### src/rtl/cart_pkg.sv
// Shared scheme codes, hotspot geometry and bank helpers for the cartridge
// bank-switch controller.
package cart_pkg;

  localparam logic [2:0] SCH_4K = 3'd0;
  localparam logic [2:0] SCH_F8 = 3'd1;
  localparam logic [2:0] SCH_F6 = 3'd2;
  localparam logic [2:0] SCH_F4 = 3'd3;
  localparam logic [2:0] SCH_2K = 3'd4;

  localparam logic [11:0] F8_BASE = 12'hFF8;
  localparam logic [11:0] F6_BASE = 12'hFF6;
  localparam logic [11:0] F4_BASE = 12'hFF4;

  localparam logic [3:0] F8_BANKS = 4'd2;
  localparam logic [3:0] F6_BANKS = 4'd4;
  localparam logic [3:0] F4_BANKS = 4'd8;

  typedef struct packed {
    logic       hit;
    logic [2:0] bank;
  } hs_dec_t;

  function automatic logic is_banked(input logic [2:0] scheme);
    return (scheme == SCH_F8) || (scheme == SCH_F6) || (scheme == SCH_F4);
  endfunction

  function automatic logic [11:0] hs_base(input logic [2:0] scheme);
    case (scheme)
      SCH_F8:  return F8_BASE;
      SCH_F6:  return F6_BASE;
      SCH_F4:  return F4_BASE;
      default: return 12'h000;
    endcase
  endfunction

  // Zero banks for non-switching schemes so no offset can ever hit.
  function automatic logic [3:0] hs_banks(input logic [2:0] scheme);
    case (scheme)
      SCH_F8:  return F8_BANKS;
      SCH_F6:  return F6_BANKS;
      SCH_F4:  return F4_BANKS;
      default: return 4'd0;
    endcase
  endfunction

  function automatic logic [2:0] last_bank(input logic [2:0] scheme);
    case (scheme)
      SCH_F8:  return 3'd1;
      SCH_F6:  return 3'd3;
      SCH_F4:  return 3'd7;
      default: return 3'd0;
    endcase
  endfunction

endpackage

### src/rtl/cart_hotspot_dec.sv
// Combinational hotspot decoder: flags an access inside the active scheme's
// hotspot range and returns the bank index it selects.
module cart_hotspot_dec
  import cart_pkg::*;
(
  input  logic [2:0]  scheme_i,
  input  logic [12:0] addr_i,
  output hs_dec_t     dec_o
);

  logic [11:0] base;
  logic [3:0]  banks;
  logic [11:0] offset;

  always_comb begin
    base   = hs_base(scheme_i);
    banks  = hs_banks(scheme_i);
    // Addresses below base wrap to a large offset and fail the range test.
    offset = addr_i[11:0] - base;
    dec_o.hit  = addr_i[12] && (offset < {8'd0, banks});
    dec_o.bank = offset[2:0];
  end

endmodule

### src/rtl/cart_bank_ctrl.sv
// Cartridge bank-switch controller: tracks the bank register from CPU hotspot
// accesses, expands the ROM address and carves out the Superchip RAM window.
module cart_bank_ctrl
  import cart_pkg::*;
#(
  parameter int unsigned ROM_AW         = 15,
  parameter int unsigned DEFAULT_SCHEME = 0,
  parameter bit          DEFAULT_SC     = 1'b0
) (
  input  logic              clk_i,
  input  logic              rst_ni,
  input  logic              cpu_enable_i,
  input  logic [12:0]       cpu_addr_i,
  input  logic              cpu_we_i,
  input  logic              cfg_wr_i,
  input  logic [7:0]        cfg_dat_i,
  output logic [ROM_AW-1:0] rom_addr_o,
  output logic              rom_cs_o,
  output logic              sc_cs_o,
  output logic              sc_we_o,
  output logic [6:0]        sc_addr_o,
  output logic [2:0]        bank_o,
  output logic [2:0]        scheme_o,
  output logic              switch_o
);

  localparam logic [2:0]  DefScheme = 3'(DEFAULT_SCHEME);
  localparam int unsigned FullW     = (ROM_AW > 15) ? ROM_AW : 15;

  logic [2:0] scheme_q, scheme_d;
  logic       sc_en_q, sc_en_d;
  logic [2:0] bank_q, bank_d;
  logic       switch_q, switch_d;

  hs_dec_t    hs_dec;
  logic       sc_window;
  logic [FullW-1:0] rom_full;
  logic [3:0] unused_cfg;

  assign unused_cfg = cfg_dat_i[7:4];

  cart_hotspot_dec u_hotspot_dec (
    .scheme_i (scheme_q),
    .addr_i   (cpu_addr_i),
    .dec_o    (hs_dec)
  );

  // Config load takes priority over a coincident hotspot hit.
  always_comb begin
    scheme_d = scheme_q;
    sc_en_d  = sc_en_q;
    bank_d   = bank_q;
    if (cfg_wr_i) begin
      scheme_d = cfg_dat_i[2:0];
      sc_en_d  = cfg_dat_i[3];
      bank_d   = last_bank(cfg_dat_i[2:0]);
    end else if (cpu_enable_i && hs_dec.hit) begin
      bank_d = hs_dec.bank;
    end
    switch_d = (bank_d != bank_q);
  end

  always_ff @(posedge clk_i) begin
    if (!rst_ni) begin
      scheme_q <= DefScheme;
      sc_en_q  <= DEFAULT_SC;
      bank_q   <= last_bank(DefScheme);
      switch_q <= 1'b0;
    end else begin
      scheme_q <= scheme_d;
      sc_en_q  <= sc_en_d;
      bank_q   <= bank_d;
      switch_q <= switch_d;
    end
  end

  always_comb begin
    rom_full = '0;
    case (scheme_q)
      SCH_2K: rom_full[10:0] = cpu_addr_i[10:0];
      SCH_F8, SCH_F6, SCH_F4: begin
        rom_full[11:0]  = cpu_addr_i[11:0];
        rom_full[14:12] = bank_q;
      end
      default: rom_full[11:0] = cpu_addr_i[11:0];
    endcase
  end

  // Superchip occupies the first 256 bytes of the window: low half write, high half read.
  always_comb begin
    sc_window = sc_en_q && is_banked(scheme_q) && cpu_addr_i[12] &&
                (cpu_addr_i[11:8] == 4'h0);
    sc_cs_o   = sc_window;
    sc_we_o   = sc_window && !cpu_addr_i[7] && cpu_we_i && cpu_enable_i;
    rom_cs_o  = cpu_addr_i[12] && !sc_window;
  end

  assign rom_addr_o = rom_full[ROM_AW-1:0];
  assign sc_addr_o  = cpu_addr_i[6:0];
  assign bank_o     = bank_q;
  assign scheme_o   = scheme_q;
  assign switch_o   = switch_q;

endmodule

### config.mk
export PLATFORM = sky130hd
export DESIGN_NAME = cart_bank_ctrl
export DESIGN_NICKNAME = d
export VERILOG_FILES = /design/src/rtl/cart_pkg.sv /design/src/rtl/cart_hotspot_dec.sv /design/src/rtl/cart_bank_ctrl.sv
export SDC_FILE = /design/constraint.sdc
export NUM_CORES = 1
export LEC_CHECK = 0
export CAP_MARGIN = 20
export CELL_PAD_IN_SITES_DETAIL_PLACEMENT = 1
export CELL_PAD_IN_SITES_GLOBAL_PLACEMENT = 2
export CORE_ASPECT_RATIO = 1.25
export CORE_MARGIN = 5
export CORE_UTILIZATION = 20
export CTS_CLUSTER_DIAMETER = 100
export DETAILED_ROUTE_END_ITERATION = 8
export GPL_TIMING_DRIVEN = 0
export PLACE_DENSITY = 0.85
export RECOVER_POWER = 25
export SLEW_MARGIN = 20
export SYNTH_ARGS = -nofsm -noshare
export SYNTH_HDL_FRONTEND = slang
export SYNTH_SLANG_ARGS = --single-unit
export TNS_END_PERCENT = 5
### constraint.sdc
create_clock -name clk_i -period 3.05 [get_ports clk_i]
set_clock_uncertainty 0.15 [all_clocks]
set_input_delay 0.61 -clock clk_i [delete_from_list [all_inputs] [get_ports clk_i]]
set_output_delay 0.61 -clock clk_i [all_outputs]
set_load 0.02 [all_outputs]
* Yosys cells after proc, flatten, opt, wreduce, memory -nomap -nowiden
Index checks and enable logic that the tools add are counted.
Operators by class: reductions and logical operators 15, mux-type cells 7, eq/ne operators 8, order comparisons 1, add/subtract/negate cells 1
Operator list (count):
- $pmux W12 S3 | 1
- $eq A3 B2 Y1 const B | 4
- $lt A12 B4 Y1 | 1
- $pmux W4 S3 | 1
- $sub A12 B12 Y12 | 1
- $logic_and A1 B1 Y1 | 9
- $mux W3 | 3
- $pmux W3 S3 | 1
- $eq A3 B1 Y1 const B | 2
- $logic_not A4 Y1 | 1
- $eq A3 B3 Y1 const B | 1
- $ne A3 B3 Y1 | 1
- $reduce_or A3 Y1 | 1
- $logic_not A1 Y1 | 2
- $logic_or A1 B1 Y1 | 2
- $mux W1 | 1
Storage, ports and cells: input port bits 26, bits in registers 8

* Logic depth before layout (Yosys ltp)
Gate-level depths: netlist of the first run.
depth after elaboration 9, depth in mapped cells 15

* Hierarchy
A second synthesis of the first run with hierarchy kept.
Unflattened totals: cells, all modules 161, area, all modules 1283.7 um2
By module, submodules not included:
- cart_hotspot_dec | area each 676.9 um2, cells an instance 91, instances 1
- cart_bank_ctrl | area each 606.8 um2, cells an instance 70, instances 1

* Worst setup path before layout of the first run
No wires, ideal clock.
path type register to register, from reg scheme_q[1] (netlist: scheme_o[1]), to reg bank_q[2] (netlist: bank_o[2]), slack -408 ps, arrival time 3186 ps, cell stages (with the launch flop) 16, path buffers 0, cell sequence dfxtp_1 > nand2b_1 > or2_2 > inv_1 > ha_1 > inv_1 > fa_1 > xor2_1 > ha_1 > and3b_1 > o21ai_0 > a211oi_1 > o2111ai_1 > a211oi_2 > a21oi_1 > a311o_1
On the way: longest elaborated chain between the ends 8, elaborated cells on any way between the ends 11, classes of those cells 1 x add/sub; 1 x order compare; 3 x eq/ne; 4 x mux; 2 x reduce/logical
Ends and longest elaborated chain:
- from (decl) | line cart_bank_ctrl.sv:30 | logic [2:0] scheme_q, scheme_d;
- from (signal assigned) | line cart_bank_ctrl.sv:65 | scheme_q <= DefScheme;
- from (signal assigned) | line cart_bank_ctrl.sv:70 | scheme_q <= scheme_d;
- $eq A3 B2 Y1 / $eq A3 B1 Y1 (equally long branches) | line cart_pkg.sv:29, cart_pkg.sv:39
- $pmux W12 S3 | line cart_pkg.sv:29 | case (scheme)
- $sub A12 B12 Y12 | line cart_hotspot_dec.sv:19 | offset = addr_i[11:0] - base;
- $lt A12 B4 Y1 | line cart_hotspot_dec.sv:20 | dec_o.hit = addr_i[12] && (offset < {8'd0, banks});
- $logic_and A1 B1 Y1 | line cart_hotspot_dec.sv:20
- $logic_and A1 B1 Y1 | line cart_bank_ctrl.sv:57 | end else if (cpu_enable_i && hs_dec.hit) begin
- $mux W3 * | line cart_bank_ctrl.sv:57
- $mux W3 * | line cart_bank_ctrl.sv:53 | if (cfg_wr_i) begin
- to (signal assigned) | line cart_bank_ctrl.sv:67 | bank_q <= last_bank(DefScheme);
- to (signal assigned) | line cart_bank_ctrl.sv:72 | bank_q <= bank_d;
- to (decl) | line cart_bank_ctrl.sv:32 | logic [2:0] bank_q, bank_d;
Every way passes the cells marked *; elsewhere a longest branch is shown, timed or not. A chain may end at the register's enable or synchronous reset.

* Worst setup path after layout of the first run
from reg scheme_q[2] (netlist: scheme_o[2]), to reg bank_q[2] (netlist: bank_o[2])
The elaborated chain is that of the path after synthesis.

==> out/qor.yml, run 1 <==
status: "finished with violations"
hold_buffers: 0
grt_pass1_wl_mm: 6.56
synth.avg_cell_area_um2: 7.74
rsz0062_at_grt: "true"
syn-cell-area_mm2: 0.00132
synth_enable_flop_cells: 0
leakage_nw: 0.859
fin_setup_tns_ns: -0.691
drc_errors: 0
place_area_mm2: 0.00197
antenna_cells: 0
vdd_drop_max_v: 0.000200
num_vias: 1445
final_nets: 269
ys_ff_latch: 8
path_class: "reg -> reg"
cts_tree: "built"
grt_pass1_vias: 1422
gp_congestion: 0.740
yosysSeqAreaShare: 0.122
holdWs_ns: 0.371
yosysWarnings: 0
synth.distinct_cells: 51
dieWidth_um: 82.5
switchingPower_mw: 0.233
post-route-period-util: 1.08
yosys-top-cells-area: "dfxtp_1 (12%), ha_1 (11%), buf_4 (10%)"
period_needed_ns: 3.28
cts_buffers: 3
end_kind: "flip-flop"
power_frac_seq: 0.195
clkSlewWorstSetupHoldPaths_ns: 0.05
pwr-share-clk: 0.224
failed_checks: "setup timing"
antenna_found_initial: 0
synth_top_cell_area_share: 0.122
hpwlAfterDp_mm: 3.44
via_per_inst: 4.57
synth_nets: 209
ant_nets: 0
die_area_mm2: 0.00831
hp-class: "reg -> reg"
powerDensity_mw_per_mm2: 292
root_buffer: "clkbuf_8"
synth_flop_cell: "dfxtp_1"
cp_data_required_time_ns: 3.02
p_comb_frac: 0.581
p_int_mw: 0.372
fin_ws_ns: -0.233
fp.coreArea_mm2: 0.00648
drtPass1Iterations: 4
port_buffers: 52
num_rows: 33
tightest_slew_ns: 0.429
drv_cap: 0
grt_overflow: 0
slew_headroom: 0.714
grt.total_usage: 0.0984
dp_cells: 309
crit_fanout: 5
finalMaxSlewViolations: 0
clkSinkCount: 8
h-tree-depth: 1
timing.fmax_ghz: 0.305
arrival_ns: 3.25
start_util: 0.203
clk_latency_ns: 0.23
first_iter_violations: 36
synth-async-reset-ratio: 0
yosys.area.top_type: "dfxtp_1"
post-place-ws_ns: -0.881
synthCells: 170
area_growth_pct: 57.6
start_kind: "flip-flop"
fin_area_mm2: 0.00207
grt_start_max_net_pins: 11
instances_no_fill: 316
setup_violations: 4
clockBufferDepth: 2
io_pins: 58
final_util: 0.320
final_hold_viol_count: 0
wl_per_cell_um: 13.0
die_y_um: 101
layout-drive-gt1-share: 0.218
total_power_mw: 0.605
switching_share: 0.386
drt-total-wl_mm: 4.11
==> flip-flops by register name, summed over array words and instances (netlist names) <==
name      count
switch_o      1
sc_en_q       1
bank_o        3
scheme_o      3
==> cells in the final DEF (no fill, tap or decap), drive strengths merged, types with 4 or more instances in the layout <==
cell type,n
nor3,6
clkdlybuf4s50,42
buf,22
dfxtp,8
a21oi,8
nor2,14
o21a,4
mux2i,5
a211oi,7
and3,4
nand2,8
ha,12
nor2b,8
a21o,6
inv,11
dlygate4sd2,4
and2,6
o21ai,10
clkbuf,4
dlygate4sd3,6
==> layout make-up <==
class / instances / area, um^2
plain buffers: 19 / 146
multi-input cells: 132 / 1020
flip-flops and latches: 8 / 168
fillers: 796 / 4410
clock buffers: 4 / 45.0
inverters: 11 / 43.8
well taps: 87 / 109
repair buffers: 55 / 538
==> critical path, cell delays in order (launching register included) <==
cell and delay, ns:
dfxtp_4 0.33, nand2b_4 0.15, or2_4 0.24, inv_2 0.06, ha_4 0.13, inv_2 0.04, fa_2 0.36, xor2_1 0.18
ha_2 0.18, and3b_1 0.22, o21ai_2 0.07, a211oi_2 0.23, o2111ai_2 0.16, a211oi_2 0.15, buf_4 0.16, a21oi_1 0.07
a311o_1 0.28
==> cells in the mapped netlist, types with 2 or more instances <==
library cell / number
and3_1: 4
dfxtp_1: 8
ha_1: 12
o22ai_1: 3
o21ai_0: 7
o21a_1: 4
a21o_1: 6
o21ai_1: 2
xor2_1: 3
a31oi_1: 2
and2_1: 6
nor2b_1: 8
and3b_1: 2
nor2_1: 12
mux2i_1: 5
a21oi_1: 7
nor3_1: 6
inv_1: 10
a211oi_2: 2
a211oi_1: 5
buf_4: 18
o211ai_1: 2
nand2_1: 8
==> worst paths after layout <==
path	from	endpoint	slack (ns)	depth (start not counted)
setup / recovery	scheme_o[2]	bank_o[2]	-0.23	16
hold / removal	sc_en_q	sc_en_q	0.37	2
setup reg to reg	scheme_o[2]	bank_o[2]	-0.23	16
hold reg to reg	sc_en_q	sc_en_q	0.37	2
==> power by group through the flow <==
stage | Clock, mW | Sequential, mW | Combinational [mW]
after floorplan | 0 | 0.126 | 0.218
after global placement | 0 | 0.122 | 0.337
after detailed placement | 0 | 0.122 | 0.342
after CTS | 0.140 | 0.118 | 0.353
after global routing | 0.142 | 0.119 | 0.387
final | 0.136 | 0.118 | 0.351
==> kinds of logic after synthesis <==
| logic type | Yosys count | share of synthesized area |
|---|---|---|
| xor+xnor | 5 | 0.0390 |
| fa+ha+maj | 13 | 0.129 |
| compound gates | 52 | 0.283 |
| mux | 5 | 0.0381 |
| buf+inv | 30 | 0.145 |
| simple gates | 57 | 0.245 |
| flops | 8 | 0.122 |
==> per-layer routing <==
| layer | part of all wire | track usage | up-vias |
|---|---|---|---|
| met5 | 0 | 0 | - |
| met4 | 0.010 | 0.0264 | 0 |
| met3 | 0.038 | 0.0116 | 5 |
| met2 | 0.54 | 0.184 | 29 |
| met1 | 0.41 | 0.115 | 684 |
| li1 | - | - | 727 |
==> repair_timing <==
item	CTS	global route
pin swaps	5	0
resized for setup	11	3
setup buffers	3	0
setup endpoints to repair	7	5
endpoints found under the hold margin	0	0
No activity file was read; power rests on OpenSTA's default activity.
==> run 2: changes to the inputs <==
- HOLD_SLACK_MARGIN: unset -> 0.15
==> results of run 2 <==
No change in the layout: final DEF, timing and power equal those of run 1.
==> run 3: changes to the inputs <==
- SLEW_MARGIN: 20 -> unset
==> results of run 3 <==
No change in the layout: final DEF, timing and power equal those of run 1.
